[src/rtl/ctrl_pkg.sv]
// Shared definitions for the multicycle controller: state encoding, opcodes,
// ALU field encodings and the bundle of datapath control signals.
package ctrl_pkg;

  typedef enum logic [3:0] {
    S_FETCH    = 4'd0,
    S_IR_LOAD  = 4'd1,
    S_DECODE   = 4'd2,
    S_MEM_ADDR = 4'd3,
    S_MEM_RD   = 4'd4,
    S_LW_WB    = 4'd5,
    S_MEM_WR   = 4'd6,
    S_R_EXEC   = 4'd7,
    S_R_WB     = 4'd8,
    S_I_EXEC   = 4'd9,
    S_I_WB     = 4'd10,
    S_BRANCH   = 4'd11,
    S_JUMP     = 4'd12,
    S_HALT     = 4'd13,
    S_TRAP     = 4'd14
  } state_e;

  localparam logic [5:0] OP_RTYPE = 6'b000000;
  localparam logic [5:0] OP_J     = 6'b000010;
  localparam logic [5:0] OP_BEQ   = 6'b000100;
  localparam logic [5:0] OP_ADDI  = 6'b001000;
  localparam logic [5:0] OP_LW    = 6'b100011;
  localparam logic [5:0] OP_SW    = 6'b101011;
  localparam logic [5:0] OP_HALT  = 6'b111111;

  localparam logic [1:0] ALUOP_ADD   = 2'b00;
  localparam logic [1:0] ALUOP_SUB   = 2'b01;
  localparam logic [1:0] ALUOP_FUNCT = 2'b10;

  localparam logic [1:0] SRCB_B      = 2'b00;
  localparam logic [1:0] SRCB_ONE    = 2'b01;
  localparam logic [1:0] SRCB_IMM    = 2'b10;
  localparam logic [1:0] SRCB_IMM_SH = 2'b11;

  localparam logic [1:0] PCSRC_ALU    = 2'b00;
  localparam logic [1:0] PCSRC_ALUOUT = 2'b01;
  localparam logic [1:0] PCSRC_JUMP   = 2'b10;

  typedef struct packed {
    logic       pc_write;
    logic       pc_write_cond;
    logic       i_or_d;
    logic       mem_read;
    logic       mem_write;
    logic       mem_to_reg;
    logic       ir_write;
    logic       alu_src_a;
    logic       reg_write;
    logic       reg_dst;
    logic [1:0] pc_source;
    logic [1:0] alu_src_b;
    logic [1:0] alu_op;
    logic       halted;
    logic       illegal_op;
  } ctrl_t;

endpackage

[src/rtl/ctrl_out_decode.sv]
// Moore output map: every datapath control is a pure function of the state.
module ctrl_out_decode
  import ctrl_pkg::*;
(
  input  state_e state,
  output ctrl_t  ctrl
);

  always_comb begin
    ctrl = '0;
    case (state)
      S_FETCH: begin
        ctrl.mem_read  = 1'b1;
        ctrl.alu_src_b = SRCB_ONE;
        ctrl.alu_op    = ALUOP_ADD;
        ctrl.pc_source = PCSRC_ALU;
        ctrl.pc_write  = 1'b1;
      end
      S_IR_LOAD: ctrl.ir_write = 1'b1;
      // Branch target is precomputed into the ALU register during decode
      S_DECODE: begin
        ctrl.alu_src_b = SRCB_IMM_SH;
        ctrl.alu_op    = ALUOP_ADD;
      end
      S_MEM_ADDR, S_I_EXEC: begin
        ctrl.alu_src_a = 1'b1;
        ctrl.alu_src_b = SRCB_IMM;
        ctrl.alu_op    = ALUOP_ADD;
      end
      S_MEM_RD: begin
        ctrl.alu_src_a = 1'b1;
        ctrl.alu_src_b = SRCB_IMM;
        ctrl.i_or_d    = 1'b1;
        ctrl.mem_read  = 1'b1;
      end
      S_MEM_WR: begin
        ctrl.alu_src_a = 1'b1;
        ctrl.alu_src_b = SRCB_IMM;
        ctrl.i_or_d    = 1'b1;
        ctrl.mem_write = 1'b1;
      end
      S_LW_WB: begin
        ctrl.mem_to_reg = 1'b1;
        ctrl.reg_write  = 1'b1;
      end
      S_R_EXEC: begin
        ctrl.alu_src_a = 1'b1;
        ctrl.alu_src_b = SRCB_B;
        ctrl.alu_op    = ALUOP_FUNCT;
      end
      S_R_WB: begin
        ctrl.reg_dst   = 1'b1;
        ctrl.reg_write = 1'b1;
      end
      S_I_WB: ctrl.reg_write = 1'b1;
      S_BRANCH: begin
        ctrl.alu_src_a     = 1'b1;
        ctrl.alu_src_b     = SRCB_B;
        ctrl.alu_op        = ALUOP_SUB;
        ctrl.pc_write_cond = 1'b1;
        ctrl.pc_source     = PCSRC_ALUOUT;
      end
      S_JUMP: begin
        ctrl.pc_write  = 1'b1;
        ctrl.pc_source = PCSRC_JUMP;
      end
      S_HALT: ctrl.halted     = 1'b1;
      S_TRAP: ctrl.illegal_op = 1'b1;
      default: ctrl = '0;
    endcase
  end

endmodule

[src/rtl/multicycle_controller.sv]
// Multicycle datapath sequencer: state register, next-state logic and
// retired-instruction counter; outputs come from ctrl_out_decode.
module multicycle_controller
  import ctrl_pkg::*;
#(
  parameter int RETIRE_W = 32
) (
  input  logic                clk,
  input  logic                reset,
  input  logic [5:0]          opCode,
  output logic                PCWrite,
  output logic                PCWriteCond,
  output logic                IorD,
  output logic                MemRead,
  output logic                MemWrite,
  output logic                MemtoReg,
  output logic                IRWrite,
  output logic                ALUSrcA,
  output logic                RegWrite,
  output logic                RegDst,
  output logic [1:0]          PCSource,
  output logic [1:0]          ALUSrcB,
  output logic [1:0]          ALUOp,
  output logic                halted,
  output logic                illegal_op,
  output logic [RETIRE_W-1:0] retired,
  output logic [3:0]          state_dbg
);

  state_e              state;
  state_e              state_next;
  logic                is_store;
  logic                retire;
  logic [RETIRE_W-1:0] retired_cnt;
  ctrl_t               ctrl_dec;
  ctrl_t               ctrl;

  ctrl_out_decode u_out_decode (
    .state (state),
    .ctrl  (ctrl_dec)
  );

  // Load/store choice is latched in DECODE so opCode is only read there
  always_comb begin
    state_next = state;
    case (state)
      S_FETCH:   state_next = S_IR_LOAD;
      S_IR_LOAD: state_next = S_DECODE;
      S_DECODE: begin
        case (opCode)
          OP_LW, OP_SW: state_next = S_MEM_ADDR;
          OP_RTYPE:     state_next = S_R_EXEC;
          OP_ADDI:      state_next = S_I_EXEC;
          OP_BEQ:       state_next = S_BRANCH;
          OP_J:         state_next = S_JUMP;
          OP_HALT:      state_next = S_HALT;
          default:      state_next = S_TRAP;
        endcase
      end
      S_MEM_ADDR: state_next = is_store ? S_MEM_WR : S_MEM_RD;
      S_MEM_RD:   state_next = S_LW_WB;
      S_R_EXEC:   state_next = S_R_WB;
      S_I_EXEC:   state_next = S_I_WB;
      S_LW_WB, S_MEM_WR, S_R_WB, S_I_WB, S_BRANCH, S_JUMP: state_next = S_FETCH;
      S_HALT:     state_next = S_HALT;
      S_TRAP:     state_next = S_TRAP;
      default:    state_next = S_FETCH;
    endcase
  end

  assign retire = state inside {S_LW_WB, S_MEM_WR, S_R_WB, S_I_WB, S_BRANCH, S_JUMP};

  always_ff @(posedge clk or posedge reset) begin
    if (reset) begin
      state       <= S_FETCH;
      is_store    <= 1'b0;
      retired_cnt <= '0;
    end else begin
      state <= state_next;
      if (state == S_DECODE) is_store <= (opCode == OP_SW);
      if (retire) retired_cnt <= retired_cnt + {{(RETIRE_W-1){1'b0}}, 1'b1};
    end
  end

  // Reset kills every enable combinationally, including FETCH's
  assign ctrl = reset ? '0 : ctrl_dec;

  assign PCWrite     = ctrl.pc_write;
  assign PCWriteCond = ctrl.pc_write_cond;
  assign IorD        = ctrl.i_or_d;
  assign MemRead     = ctrl.mem_read;
  assign MemWrite    = ctrl.mem_write;
  assign MemtoReg    = ctrl.mem_to_reg;
  assign IRWrite     = ctrl.ir_write;
  assign ALUSrcA     = ctrl.alu_src_a;
  assign RegWrite    = ctrl.reg_write;
  assign RegDst      = ctrl.reg_dst;
  assign PCSource    = ctrl.pc_source;
  assign ALUSrcB     = ctrl.alu_src_b;
  assign ALUOp       = ctrl.alu_op;
  assign halted      = ctrl.halted;
  assign illegal_op  = ctrl.illegal_op;
  assign retired     = retired_cnt;
  assign state_dbg   = state;

endmodule

[config.mk]
export PLATFORM = sky130hd
export DESIGN_NAME = multicycle_controller
export DESIGN_NICKNAME = d
export VERILOG_FILES = /design/src/rtl/ctrl_pkg.sv /design/src/rtl/ctrl_out_decode.sv /design/src/rtl/multicycle_controller.sv
export SDC_FILE = /design/constraint.sdc
export NUM_CORES = 1
export LEC_CHECK = 0
export BUFFER_PORTS_ARGS = -buffer_cell sky130_fd_sc_hd__buf_4
export CORE_UTILIZATION = 51
export DETAILED_ROUTE_END_ITERATION = 7
export PLACE_DENSITY = 0.84
export REMOVE_ABC_BUFFERS = 1
export SETUP_SLACK_MARGIN = 0.3
export SYNTH_ARGS = -nofsm -noshare
export SYNTH_HDL_FRONTEND = slang
export SYNTH_SLANG_ARGS = --single-unit
[constraint.sdc]
create_clock -name clk -period 2.4 [get_ports clk]
set_input_delay 0.12 -clock clk [delete_from_list [all_inputs] [get_ports clk]]
set_output_delay 0.12 -clock clk [all_outputs]
set_load 0.02 [all_outputs]
==> run metrics <==
# IOs 62; global-route wire length before repair 7640 um; post-synthesis cell type count 40; Cells after Synth 225; num rows 22; Peak supply drop 0.000398 V; FMAX 457 MHz; most common cell after layout, fill and taps aside buf_4; drt pass-1 iters 4; Reg power frac 0.364; Avg Cell Area, Syn 9.16 sq um; Design Area, Final 2760 sq um; detailed-routing wirelength on met1 2100 um; post-detailed-route wirelength per cell 14.1 um; cts hold-fix bufs 0; # DRC 0; Die ar. 4300 sq um; Clock Tree Buf Depth 2; Post-Syn Area 2060 sq um; number of vias per cell 5.55; worst min-delay path class input port to async pin; Worst Skew 0.0105 ns; initial core utilization 0.547; most frequent cells in the layout buf_4 (73), dfrtp_1 (33), nand2_1 (28); initial antenna violation count 0; Routed Antenna Nets 0; Slew @ Worst Pin 0.453 ns; status complete, no violations; crit start category flip-flop; TNS Setup 0 ns; Die Wd 65.6 um; Clock transition at path regs 0.08 ns; Tmin final 2.19 ns; GRT Overall Usage 0.231; GPL Wtd Cong 0.814; ant diodes 0; vias after detailed routing 1920; Post-synth EDFFs 0; Setup Viol. Count Final 0; final hold viol count 0; crit path max fanout 5; DR WL met3 289 um; core area 3770 sq um; Switch Pwr 867 uW; Logic pwr share 0.424; Cell Int Power 1350 uW; DR top layer met4; clk sinks 37; post-place instance area 2570 sq um; crit path DAT 2.39 ns; max-cap viol count 0; Detailed Place HPWL 3320 um; Critical Path Sink Type flip-flop; critical path class flip-flop to flip-flop; share of cells above drive strength 1 0.322; DR iter-0 viols 176; Die Ht 65.6 um; CTS H-tree lvls 2; predominant post-synthesis flop cell dfrtp_1; number of port buffers 61; WL met2 2390 um; Setup crit start retired[12]; number of global-route vias before repair 1741; DRT Wirelength 4900 um; CTS tree built; pwr dens 803 nW/um^2; period utilization 0.913; #FFs+latches synth 37; CTS buffer count 5; Reg-to-Reg Start retired[12]; Yosys warnings 0; GRT overflow 0; Final Max Slew Viols 0; clock power share 0.212; maximum number of pins on one net before global-route repair 38; final core utilization 0.732; sw frac 0.391; P&R area growth vs syn 33.8%; RSZ-0062 raised after global routing no; clk root buf clkbuf_8; leak pwr 0.00137 uW; Final Net Count 306; required time of the critical path 2.60 ns; max_slew headroom 0.696; worst-skew pair later-pin latency 0.29 ns; asr flop ratio synth 1.00; Seq/Total Area, Yosys 0.449
registers in the layout, summed over array words and instances, names as in the netlist:
signal	cells
is_store	1
retired	32
state_dbg	4
cells by family (layout without fill, tap and decap cells):
| logic type | after synthesis | count (layout) | share of synthesized area |
|---|---|---|---|
| simple gates | 113 | 114 | 0.291 |
| xor+xnor | 35 | 35 | 0.149 |
| compound gates | 20 | 20 | 0.0613 |
| fa+ha+maj | 1 | 1 | 0.00607 |
| flops | 37 | 37 | 0.449 |
| buf+inv | 18 | 90 | 0.0394 |
| mux | 1 | 1 | 0.00485 |
path summary, 6_finish.rpt:
kind | to | slack, ns | cells past startpoint
max reg2reg | retired[22] | 0.21 | 5
min reg2reg | is_store | 0.48 | 2
max | retired[22] | 0.21 | 5
min in group clk | is_store | 0.15 | 3
max in group asynchronous | retired[4] | 2.04 | 3
min | retired[16] | 0.0006 | 3
layer usage:
layer  GRT usage  vias to the layer above
met4      0.0788                        0
met1       0.293                      920
met2       0.389                       68
li1            -                      919
met5           0                        -
met3      0.0451                       13
worst max-delay path, cell delays in order, from the launching register on:
cell     delay (ns)
dfrtp_1        0.43
nand2_1        0.11
or4_4          0.57
or3_4          0.41
nor3_1         0.36
xor2_1         0.23
cell type report:
type / instances / area, sq um
multi-input combinational: 171 / 1080
fill: 279 / 1010
sequential: 37 / 931
timing repair buffer: 73 / 548
clock buffer: 7 / 96.3
tap: 48 / 60.1
inverter: 9 / 33.8
clock inverter: 1 / 5.00
stage by stage:
| step | hold slack [ns] | worst slack, ns | power, uW | std cells |
|---|---|---|---|---|
| after floorplan | 0.280 | 0.163 | 1340 | 216 |
| after global routing | 0.0684 | 0.168 | 2350 | 346 |
| after detailed placement | 0.325 | 0.140 | 1700 | 330 |
| after global placement | 0.332 | 0.214 | 1680 | 330 |
| final | 0.000572 | 0.209 | 2220 | 346 |
| after CTS | 0.0143 | 0.289 | 2180 | 338 |
what timing repair did:
action                                  CTS  global route
pin swaps                                 0             1
resized for setup                         3             5
endpoints found under the setup margin    9            11
setup buffers                             0             7
cloned                                    0             1
cell usage after synthesis (4+ instances only):
cell type,n,area share
nand4_1,7,0.021
nor2_1,26,0.047
nor4_1,4,0.012
o21ai_0,6,0.015
clkbuf_1,5,0.0091
dfrtp_1,37,0.45
inv_1,9,0.016
nand3_1,13,0.032
nand2_1,28,0.051
xor2_1,18,0.076
nor3_1,14,0.034
a21oi_1,5,0.012
xnor2_1,17,0.072
or3_1,4,0.012
power by group through the flow:
stage	Clock (uW)	Sequential, uW	Combinational, uW
4_1_cts	475	803	899
3_5_place_dp	0	815	889
5_1_grt	505	817	1020
3_3_place_gp	0	810	873
2_1_floorplan	0	917	425
6_report	469	807	940
No activity file was read; power rests on OpenSTA's default activity.
